[src/rtl/sample_gatherer_pkg.sv]
// Shared constants and types for the sample gatherer and its averager.
// Latency: n/a (package only).
// Backpressure: n/a (package only).
package sample_gatherer_pkg;

    // Widths shared with the averager's operand interface.
    localparam int DATAWIDTH_DEF = 16;
    localparam int SHWIDTH_DEF   = 8;

    localparam int NUM_LANES  = 8;
    localparam int LANE_IDX_W = 3;

    typedef enum logic {
        FILL = 1'b0,
        FULL = 1'b1
    } state_t;

endpackage

[src/rtl/sample_lane.sv]
// Load-enable register with synchronous active-low reset (one operand lane).
// Latency: q updates on the clock edge where ld is high.
// Backpressure: none; the caller decides when to load.
//
// Ports: clk, rst_n (sync, active-low), ld (load enable), d (data in), q (held value).
module sample_lane #(
    parameter int W = 16
) (
    input  logic         clk,
    input  logic         rst_n,
    input  logic         ld,
    input  logic [W-1:0] d,
    output logic [W-1:0] q
);

    always_ff @(posedge clk) begin
        if (!rst_n) begin
            q <= '0;
        end else if (ld) begin
            q <= d;
        end
    end

endmodule

[src/rtl/sample_gatherer.sv]
// Gathers eight serial samples into lanes a..h and presents them as one frame.
// Latency: out_valid rises on the edge that accepts beat 7; frame held until consumed.
// Backpressure: in_ready drops while a frame is held (FULL) or reset is asserted.
//
// Ports: Clk, Rst (sync active-low); in_data/in_sh_amt/in_valid/in_ready input beat
// handshake; a..h/sh_amt/out_valid/out_ready frame handshake; count = beats so far.
module sample_gatherer
    import sample_gatherer_pkg::*;
#(
    parameter int DATAWIDTH = DATAWIDTH_DEF,
    parameter int SHWIDTH   = SHWIDTH_DEF
) (
    input  logic                  Clk,
    input  logic                  Rst,
    input  logic [DATAWIDTH-1:0]  in_data,
    input  logic [SHWIDTH-1:0]    in_sh_amt,
    input  logic                  in_valid,
    output logic                  in_ready,
    output logic [DATAWIDTH-1:0]  a,
    output logic [DATAWIDTH-1:0]  b,
    output logic [DATAWIDTH-1:0]  c,
    output logic [DATAWIDTH-1:0]  d,
    output logic [DATAWIDTH-1:0]  e,
    output logic [DATAWIDTH-1:0]  f,
    output logic [DATAWIDTH-1:0]  g,
    output logic [DATAWIDTH-1:0]  h,
    output logic [SHWIDTH-1:0]    sh_amt,
    output logic                  out_valid,
    input  logic                  out_ready,
    output logic [LANE_IDX_W-1:0] count
);

    state_t                state, state_nxt;
    logic [LANE_IDX_W-1:0] count_nxt;
    logic                  beat_acc;
    logic [NUM_LANES-1:0]  lane_ld;
    logic [DATAWIDTH-1:0]  lane_q [NUM_LANES];

    // Rst gates in_ready so no beat is taken in the reset cycle itself.
    assign in_ready  = (state == FILL) && Rst;
    assign beat_acc  = in_valid && in_ready;
    assign out_valid = (state == FULL);

    always_ff @(posedge Clk) begin
        if (!Rst) begin
            state <= FILL;
            count <= '0;
        end else begin
            state <= state_nxt;
            count <= count_nxt;
        end
    end

    always_comb begin
        state_nxt = state;
        count_nxt = count;
        case (state)
            FILL: begin
                if (beat_acc) begin
                    // 3-bit counter wraps 7 -> 0 as the frame completes.
                    count_nxt = count + 1'b1;
                    if (count == LANE_IDX_W'(NUM_LANES - 1)) begin
                        state_nxt = FULL;
                    end
                end
            end
            FULL: begin
                if (out_ready) begin
                    state_nxt = FILL;
                end
            end
            default: state_nxt = FILL;
        endcase
    end

    // One-hot lane select: only the lane addressed by count loads.
    always_comb begin
        lane_ld = '0;
        if (beat_acc) begin
            lane_ld[count] = 1'b1;
        end
    end

    for (genvar i = 0; i < NUM_LANES; i++) begin : g_lane
        sample_lane #(.W(DATAWIDTH)) u_lane (
            .clk   (Clk),
            .rst_n (Rst),
            .ld    (lane_ld[i]),
            .d     (in_data),
            .q     (lane_q[i])
        );
    end

    // Shift amount belongs to the frame, so it is taken with beat 0 only.
    sample_lane #(.W(SHWIDTH)) u_sh (
        .clk   (Clk),
        .rst_n (Rst),
        .ld    (lane_ld[0]),
        .d     (in_sh_amt),
        .q     (sh_amt)
    );

    assign a = lane_q[0];
    assign b = lane_q[1];
    assign c = lane_q[2];
    assign d = lane_q[3];
    assign e = lane_q[4];
    assign f = lane_q[5];
    assign g = lane_q[6];
    assign h = lane_q[7];

endmodule

[config.mk]
export PLATFORM = sky130hd
export DESIGN_NAME = sample_gatherer
export DESIGN_NICKNAME = d
export VERILOG_FILES = /design/src/rtl/sample_gatherer_pkg.sv /design/src/rtl/sample_lane.sv /design/src/rtl/sample_gatherer.sv
export SDC_FILE = /design/constraint.sdc
export NUM_CORES = 1
export LEC_CHECK = 0
export ABC_AREA = 1
export ABC_CLOCK_PERIOD_IN_PS = 4000
export BUFFER_PORTS_ARGS = -buffer_cell sky130_fd_sc_hd__buf_2
export CAP_MARGIN = 20
export CELL_PAD_IN_SITES_DETAIL_PLACEMENT = 0
export CELL_PAD_IN_SITES_GLOBAL_PLACEMENT = 2
export CORE_MARGIN = 10
export CORE_UTILIZATION = 30
export CTS_BUF_LIST = sky130_fd_sc_hd__clkbuf_16
export DETAILED_ROUTE_END_ITERATION = 6
export PLACE_DENSITY_LB_ADDON = 0.1
export SETUP_SLACK_MARGIN = 0.4
export SLEW_MARGIN = 25
export SYNTH_ARGS = -nofsm -noshare
export SYNTH_HDL_FRONTEND = slang
export SYNTH_HIERARCHICAL = 1
export SYNTH_SLANG_ARGS = --single-unit
[constraint.sdc]
create_clock -name Clk -period 4 [get_ports Clk]
set_input_delay 0 -clock Clk [delete_from_list [all_inputs] [get_ports Clk]]
set_output_delay 0 -clock Clk [all_outputs]
set_load 0.1 [all_outputs]
After elaboration in Yosys (flattened, before gate mapping):

Cells that the tools add are included.

* register bits after elaboration: 140
* input bits: 28
* logic and storage cells: 27

* add/subtract/negate cells: 1
* magnitude comparators: 2
* equal/unequal tests: 1
* muxes and demuxes: 7
* bitwise gates (word level): 1
* reductions and logical operators: 4

Operators with widths (number)
* $mux W8: 1
* $lt A3 B4 Y1 const B: 1
* $mux W1: 4
* $add A3 B1 Y3 const B: 1
* $demux W1 S3: 1
* $eq A3 B3 Y1 const B: 1
* $ge A3 B1 Y1 const B: 1
* $logic_and A1 B1 Y1: 3
* $pmux W1 S2: 1
* $reduce_and A2 Y1: 1
* $not A1 Y1: 1

Depth between registers and ports, before layout:

Gate-level depths: netlist of the first run.

* depth in word-level cells: 5
* mapped depth: 8
* gate-level depth less buffers: 6

Modules after synthesis:

Netlist of the first run, hierarchy kept.

Modules (own cells, without submodules)
* sample_lane (g_lane[0].u_lane ...): times used 8, cells each 101, area each 674.4 um^2
* sample_lane (u_sh): times used 1, cells each 51, area each 356.6 um^2
* sample_gatherer: times used 1, cells each 39, area each 285.3 um^2

Worst setup path before layout of the first run:

OpenSTA, ideal clock, no wires.

* path kind: register to register
* from: register count[1]
* to: register g_lane[6].u_lane.q[14]
* arrival: 2.028 ns
* data required time: 3.882 ns
* slack: 1.854 ns
* cell stages (with the launch flop): 7
* cells stage by stage: dfxtp_1 -> nand2_1 -> nor3_1 -> buf_6 -> nand2_1 -> nand2_1 -> nor2_2

* longest elaborated chain between the ends: 5

Ends and longest elaborated chain
* from (decl): RTL line sample_gatherer.sv:30 `output logic [LANE_IDX_W-1:0] count`
* from (signal assigned): RTL line sample_gatherer.sv:50 `count <= count_nxt;`
* $lt A3 B4 Y1 (implied by the code) or $ge A3 B1 Y1 (tied branches): RTL line sample_gatherer.sv:80 `lane_ld[count] = 1'b1;`
* $logic_and A1 B1 Y1 (implied by the code): RTL line sample_gatherer.sv:80
* $mux W1 (implied by the code): RTL line sample_gatherer.sv:80
* $demux W1 S3 (*): RTL line sample_gatherer.sv:80
* $mux W8 (*): RTL line sample_gatherer.sv:79 `if (beat_acc) begin`
* named net lane_ld[6]: RTL line sample_gatherer.sv:36 `logic [NUM_LANES-1:0] lane_ld;`
* to (signal assigned): RTL line sample_lane.sv:18 `q <= '0;`
* to (signal assigned): RTL line sample_lane.sv:20 `q <= d;`
* to (decl): RTL line sample_lane.sv:13 `output logic [W-1:0] q`

The timed path passes the listed nets; every way through them passes the cells marked *.
A chain may end at the register's enable or synchronous reset.

Worst setup path after layout of the first run:

* from: register count[0]
* to: register g_lane[3].u_lane.q[6]

* longest elaborated chain between the ends: 5

Ends and longest elaborated chain (RTL line)
* $lt A3 B4 Y1 (implied by the code) or $ge A3 B1 Y1 (tied branches): sample_gatherer.sv:80
* $logic_and A1 B1 Y1 (implied by the code): sample_gatherer.sv:80
* $mux W1 (implied by the code): sample_gatherer.sv:80
* $demux W1 S3 (*): sample_gatherer.sv:80
* $mux W8 (*): sample_gatherer.sv:79
* named net lane_ld[3]: sample_gatherer.sv:36
* to (signal assigned): sample_lane.sv:18
* to (signal assigned): sample_lane.sv:20
* to (decl): sample_lane.sv:13

Marks and branches as above.

==> summary.md, run 1 <==
| Metric | Value |
|---|---|
| CP Class | flop to flop |
| CTS Buf Count | 17 |
| Die W | 162 µm |
| Ant. Diodes | 0 |
| Worst R2R Path Depth | 5 |
| RSZ-0062 raised after global routing | no |
| Flop2flop setup slack | 2130 ps |
| Min setup slack post-route | 2130 ps |
| Post-cts sizing count | 0 |
| HP Class | input pin to flop |
| Port bufs | 168 |
| Fin nets | 1092 |
| Leakage | 4.12 nW |
| Slew Viols, Final | 0 |
| Post-Syn Area per Cell | 6.72 µm² |
| Unique masters post-synth | 21 |
| Die Ht | 162 µm |
| Register area share after synthesis | 0.464 |
| Status | finished, final reports clean |
| Endpoints failing setup | 0 |
| Final Wtd Congestion | 0.785 |
| Synth warn | 6 |
| Area after DPL | 6900 µm² |
| CTS root buffer | clkbuf_16 |
| Detail Placement HPWL | 12.5 mm |
| Detailed Routing Iterations Pass 1 | 4 |
| FF-to-FF End | g_lane[3].u_lane/q[6] |
| Htree depth | 4 |
| Post-route clock period utilization | 0.468 |
| Antenna Nets Post-Route | 0 |
| Fin crit period | 1870 ps |
| Synth-to-Final Area Change | 26.3% |
| Number of global-route vias before repair | 5073 |
| Number of max-cap violations | 0 |
| Hold depth | 5 |
| Global-route wire length before repair | 29.4 mm |
| CTS Buffer Depth | 2 |
| CP arrival | 2230 ps |
| Pre-CTS setup slack | 1730 ps |
| Critical Path RT | 4360 ps |
| Hold Violations, Final | 0 |
| Fillers | 2220 |
| RR Startpoint | count[0] |
| Critical path peak fanout | 28 |
| I/O pins | 169 |
| CP startpoint kind | flop |
| Syn nets | 928 |
| Synthesized flop and latch total | 140 |
| Worst-Margin Slew | 1000 ps |
| Mapped Area | 6040 µm² |
| # rows | 51 |
| Total track usage | 0.145 |
| Post-DR vias/cell | 3.92 |
| Total power | 3.61 mW |
| Via count | 5255 |
| Initial antenna violation count | 0 |
| Post-route cell area | 7630 µm² |
| Initial Utilization | 0.307 |
| Clock Skews | 8.72 ps |
| Hold path endpoint | g_lane[4].u_lane/q[9] |
| Largest net degree at the start of global routing | 93 |
| Wire per inst | 14.4 µm |
| F_max | 534 MHz |
| Power Dens Cells | 473 nW/µm² |
| VDD IR max | 0.000248 V |
| Clock Latency Late Sink | 420 ps |
| Crit end category | flop |
| Die area | 26200 µm² |
| Buffer count from post-CTS setup fixing | 0 |
| Share of cells above drive strength 1 | 0.227 |
| Synth Instances | 898 |
| Relative slew slack | 0.333 |
| Remaining DRCs | 0 |
| DR iter-0 viols | 260 |
| Clock sink count | 140 |
| Hold path start | in_data[9] |
| Fin Setup TNS | 0 ps |
| Core area | 19700 µm² |
| Remaining global-route overflow | 0 |
| DRT Wirelength | 19.2 mm |
| TritonCTS clock tree | built |
| Clk pin slew, worst setup/hold paths | 60 ps |
## timing repair
item	4_1_cts	5_1_grt
endpoints found under the hold margin	18	0
hold buffers	12	0
setup endpoints to repair	0	0
## layer usage
| layer | track usage | vias to the layer above | wire (µm) |
|---|---|---|---|
| met2 | 0.237 | 105 | 8870 |
| met1 | 0.179 | 2247 | 9050 |
| met4 | 0.0517 | 0 | 251 |
| li1 | - | 2886 | - |
| met5 | 0 | - | 0 |
| met3 | 0.0410 | 17 | 1060 |
## how the worst max path moves through the flow
stage | from | to | slack [ps] | cells past startpoint
2_1_floorplan | count[1] | g_lane[6].u_lane/q[14] | 1850 | 6
3_3_place_gp | Rst | g_lane[1].u_lane/q[14] | 1790 | 6
3_5_place_dp | Rst | g_lane[3].u_lane/q[12] | 1730 | 6
4_1_cts | count[0] | g_lane[3].u_lane/q[6] | 1770 | 5
5_1_grt | count[0] | g_lane[1].u_lane/q[1] | 1890 | 5
6_report | count[0] | g_lane[3].u_lane/q[6] | 2130 | 5
## layout make-up
class	count	area (µm²)	area share
Tap cell	265	332	0.0435
Sequential cell	140	2800	0.367
Timing Repair Buffer	188	1020	0.134
Clock buffer	17	425	0.0558
Clock inverter	15	180	0.0236
Inverter	142	533	0.0699
Multi-Input combinational cell	573	2330	0.306
## critical path: stages (launching register included)
cell	delay [ps]
dfxtp_1	550
nand4_2	310
nor2_4	570
buf_4	250
nor2_1	50
nor2_1	90
## cell usage after synthesis
library cell	number	share of area
buf_4	8	0.0099
a21oi_1	1	0.00083
or2_1	1	0.0010
nand3_4	1	0.0029
nor2_4	1	0.0019
nand2_1	277	0.17
clkbuf_2	8	0.0066
nand4_2	1	0.0021
nand4_1	1	0.0010
buf_8	2	0.0050
inv_1	140	0.087
ha_1	2	0.0041
dfxtp_1	140	0.46
nor3_2	1	0.0017
nor2_1	252	0.16
inv_2	2	0.0012
nor2_2	25	0.026
nand3_1	4	0.0033
buf_6	25	0.047
nand2_2	3	0.0031
nor3_1	3	0.0025
## per-stage QoR
| step | util | instances | hold slack, ps |
|---|---|---|---|
| 4_1_cts | 0.388 | 1340 | 4.87 |
| 6_report | 0.388 | 1340 | 9.80 |
| 5_1_grt | 0.388 | 1340 | 36.5 |
| 2_1_floorplan | - | 898 | 134 |
| 3_5_place_dp | 0.351 | 1296 | 278 |
| 3_3_place_gp | 0.351 | 1296 | 278 |
## sequential cells by signal (all words and copies together), names as in the netlist
| name | flops |
|---|---|
| out_valid | 1 |
| count | 3 |
| g_lane.u_lane/q | 128 |
| u_sh/q | 8 |
## placed cells by master, fill, tap and decap left out
master | synthesis | final
clkbuf_16 | 0 | 17
nor2_2 | 25 | 27
or2_1 | 1 | 1
clkinv_2 | 0 | 2
inv_2 | 2 | 2
inv_1 | 140 | 142
buf_2 | 0 | 167
ha_1 | 2 | 2
inv_6 | 0 | 1
nand4_2 | 1 | 1
nand4_1 | 1 | 1
nand3_1 | 4 | 4
nor3_4 | 0 | 1
nor2_4 | 1 | 3
clkinvlp_4 | 0 | 3
nand2_2 | 3 | 3
dlygate4sd3_1 | 0 | 12
clkinv_1 | 0 | 3
a21oi_1 | 1 | 1
nand3_4 | 1 | 1
nand2_1 | 277 | 277
buf_4 | 8 | 9
dfxtp_1 | 140 | 140
nor3_2 | 1 | 3
nor2_1 | 252 | 248
bufinv_16 | 0 | 4
## cell families (layout without fill, tap and decap cells)
| group | after synthesis | after routing | share of synthesized area |
|---|---|---|---|
| DFF | 140 | 140 | 0.464 |
| buffers and inverters | 185 | 362 | 0.156 |
| AOI/OAI and AO/OA | 1 | 1 | 0.000828 |
| and+or+nand+nor | 570 | 570 | 0.374 |
| adders and majority gates | 2 | 2 | 0.00414 |
## where the power goes
part           total, mW  leakage (nW)  switching (mW)  internal [mW]
logic              0.510          2.69           0.413         0.0968
clock network       1.65         0.294           0.620           1.03
registers           1.45          1.13          0.0214           1.43
total               3.61          4.12            1.05           2.56
No activity file was read; power rests on OpenSTA's default activity.
==> run 2, diff against run 1 <==
Settings changed: ABC_CLOCK_PERIOD_IN_PS 4000 to 1700, CORE_UTILIZATION 30 to 25.
Clock period 4 ns to 1.7 ns, I/O delays scaled along.
==> run 2 against run 1 <==
  * Final area is 11% higher
  * First-iteration DRC count is 4.2% higher
  * Register-to-register slack worse by 1800 ps
  * Setup slack worse by 1800 ps
  * Largest cell class unchanged
==> summary.md, run 2 (synthesis results as in run 1) <==
| Metric | Value |
|---|---|
| Via count | 5567 (was 5255) |
| DR iter-0 viols | 271 (was 260) |
| Flop2flop setup slack | 300 ps (was 2130 ps) |
| CP startpoint kind | flop (unchanged) |
| Detail Placement HPWL | 13.4 mm (was 12.5 mm) |
| TritonCTS clock tree | built (unchanged) |
| M1 GR Usage | 0.180 (was 0.179) |
| Number of max-cap violations | 0 (unchanged) |
| F_max | 712 MHz (was 534 MHz) |
| Grt met3 use | 0.0457 (was 0.0410) |
| GRT Max-Usage Layer | met2 (unchanged) |
| HP Class | input pin to flop (unchanged) |
| Worst-Margin Slew | 522 ps (was 1000 ps) |
| Post-DR vias/cell | 3.91 (was 3.92) |
| Top flop regs | g_lane.u_lane/q (128), u_sh/q (8), count (3) (unchanged) |
| Clock sink count | 140 (unchanged) |
| VDD IR max | 0.000500 V (was 0.000248 V) |
| Relative slew slack | 0.654 (was 0.333) |
| Initial antenna violation count | 0 (unchanged) |
| Critical path peak fanout | 8 (was 28) |
| Synth-to-Final Area Change | 40.3% (was 26.3%) |
| Slew Viols, Final | 0 (unchanged) |
| Die W | 175 µm (was 162 µm) |
| CP Class | flop to flop (unchanged) |
| Die area | 30800 µm² (was 26200 µm²) |
| Fin crit period | 1400 ps (was 1870 ps) |
| Detailed Routing Iterations Pass 1 | 4 (unchanged) |
| Hold Violations, Final | 0 (unchanged) |
| Port bufs | 168 (unchanged) |
| Status | finished, final reports clean (unchanged) |
| Hold depth | 5 (unchanged) |
| Remaining DRCs | 0 (unchanged) |
| Share of cells above drive strength 1 | 0.288 (was 0.227) |
| Min setup slack post-route | 295 ps (was 2130 ps) |
| Fin Setup TNS | 0 ps (unchanged) |
| Clock Latency Late Sink | 420 ps (about the same) |
| Ant. Diodes | 0 (unchanged) |
| Number of flip-flops in the largest register | 128 (unchanged) |
| Htree depth | 4 (unchanged) |
| Antenna Nets Post-Route | 0 (unchanged) |
| # rows | 56 (was 51) |
| Worst R2R Path Depth | 9 (was 5) |
| Wire per inst | 15.7 µm (was 14.4 µm) |
| Leakage | 4.44 nW (was 4.12 nW) |
| Number of global-route vias before repair | 5303 (was 5073) |
| RSZ-0062 raised after global routing | yes (was no) |
| Power Dens Cells | 1030 nW/µm² (was 473 nW/µm²) |
| Endpoints failing setup | 0 (unchanged) |
| DRT Wirelength | 22.3 mm (was 19.2 mm) |
| I/O pins | 169 (unchanged) |
| Clock Skews | 11.6 ps (was 8.72 ps) |
| M2 GR Usage | 0.206 (was 0.237) |
| Remaining global-route overflow | 0 (unchanged) |
| Commonest cells after routing, fill and taps aside | nor2_1, nand2_1, buf_2, inv_1, dfxtp_1 (was nand2_1, nor2_1, buf_2, inv_1, dfxtp_1) |
| Total track usage | 0.136 (was 0.145) |
| Clk pin slew, worst setup/hold paths | 70 ps (was 60 ps) |
| Most common cell after layout, fill and taps aside | nor2_1 (was nand2_1) |
| Initial Utilization | 0.256 (was 0.307) |
| Die Ht | 175 µm (was 162 µm) |
| Final Wtd Congestion | 0.697 (was 0.785) |
| Pre-CTS setup slack | 323 ps (was 1730 ps) |
| CTS Buf Count | 17 (unchanged) |
| Post-route clock period utilization | 0.826 (was 0.468) |
| Crit end category | flop (unchanged) |
| Core area | 23600 µm² (was 19700 µm²) |
| Critical Path RT | 2010 ps (was 4360 ps) |
| CTS Buffer Depth | 2 (unchanged) |
| Biggest register | g_lane.u_lane/q (unchanged) |
| Global-route wire length before repair | 31.9 mm (was 29.4 mm) |
| CTS root buffer | clkbuf_16 (unchanged) |
| Fin nets | 1123 (was 1092) |
| Largest net degree at the start of global routing | 70 (was 93) |
| CP arrival | 1720 ps (was 2230 ps) |
-- run 2: worst paths after layout --
| check | from | to |
|---|---|---|
| max | out_valid | g_lane[6].u_lane/q[2] |
| min | in_data[1] | g_lane[4].u_lane/q[1] |
| max reg2reg | out_valid | g_lane[6].u_lane/q[2] |
| min reg2reg | g_lane[6].u_lane/q[15] | g_lane[6].u_lane/q[15] |
-- run 2: per-layer routing --
layer	vias to the layer above	wire, µm
li1	2954	-
met4	0	288
met5	-	0
met3	14	1580
met1	2465	10900
met2	134	9550
-- run 2: layout make-up --
| class | count | area [µm²] |
|---|---|---|
| clock buffer | 17 | 425 |
| clock inverter | 13 | 175 |
| fill | 2666 | 15100 |
| inverter | 142 | 541 |
| multi-input combinational | 573 | 2470 |
| sequential | 140 | 2820 |
| tap | 319 | 399 |
| timing repair buffer | 219 | 1640 |
-- run 2: through the flow --
stage	area [µm²]	utilization	hold WS, ps	power [mW]	cells
floorplan	6090	-	126	4.43	898
global placement	7130	0.302	276	4.72	1353
detailed placement	7130	0.302	262	4.72	1353
CTS	7950	0.337	10.6	8.76	1402
global route	8470	0.359	24.2	9.09	1423
finish	8470	0.359	12.1	8.69	1423
-- run 2: what timing repair did --
item                                    4_1_cts  5_1_grt
resized for setup                             3       51
endpoints found under the setup margin       94      120
pin swaps                                     0       33
cloned                                        1       14
hold buffers                                 13        0
hold endpoints to repair                     24        0
setup buffers                                 5        7
-- run 2: critical path: stages (launching register included) --
cell and delay [ps]:
dfxtp_4 350, clkinv_4 50, nand3_4 100, buf_6 150
nor3_4 200, buf_12 150, clkbuf_16 160, nand2_1 50
nand2_1 50, nor2_1 40
-- run 2: power breakdown --
group,internal (mW),total (mW),leakage [nW],switching [mW]
Sequential,3.36,3.41,1.14,0.0509
Combinational,0.319,1.36,3.01,1.05
Clock,2.43,3.91,0.296,1.48
Total,6.11,8.69,4.44,2.58
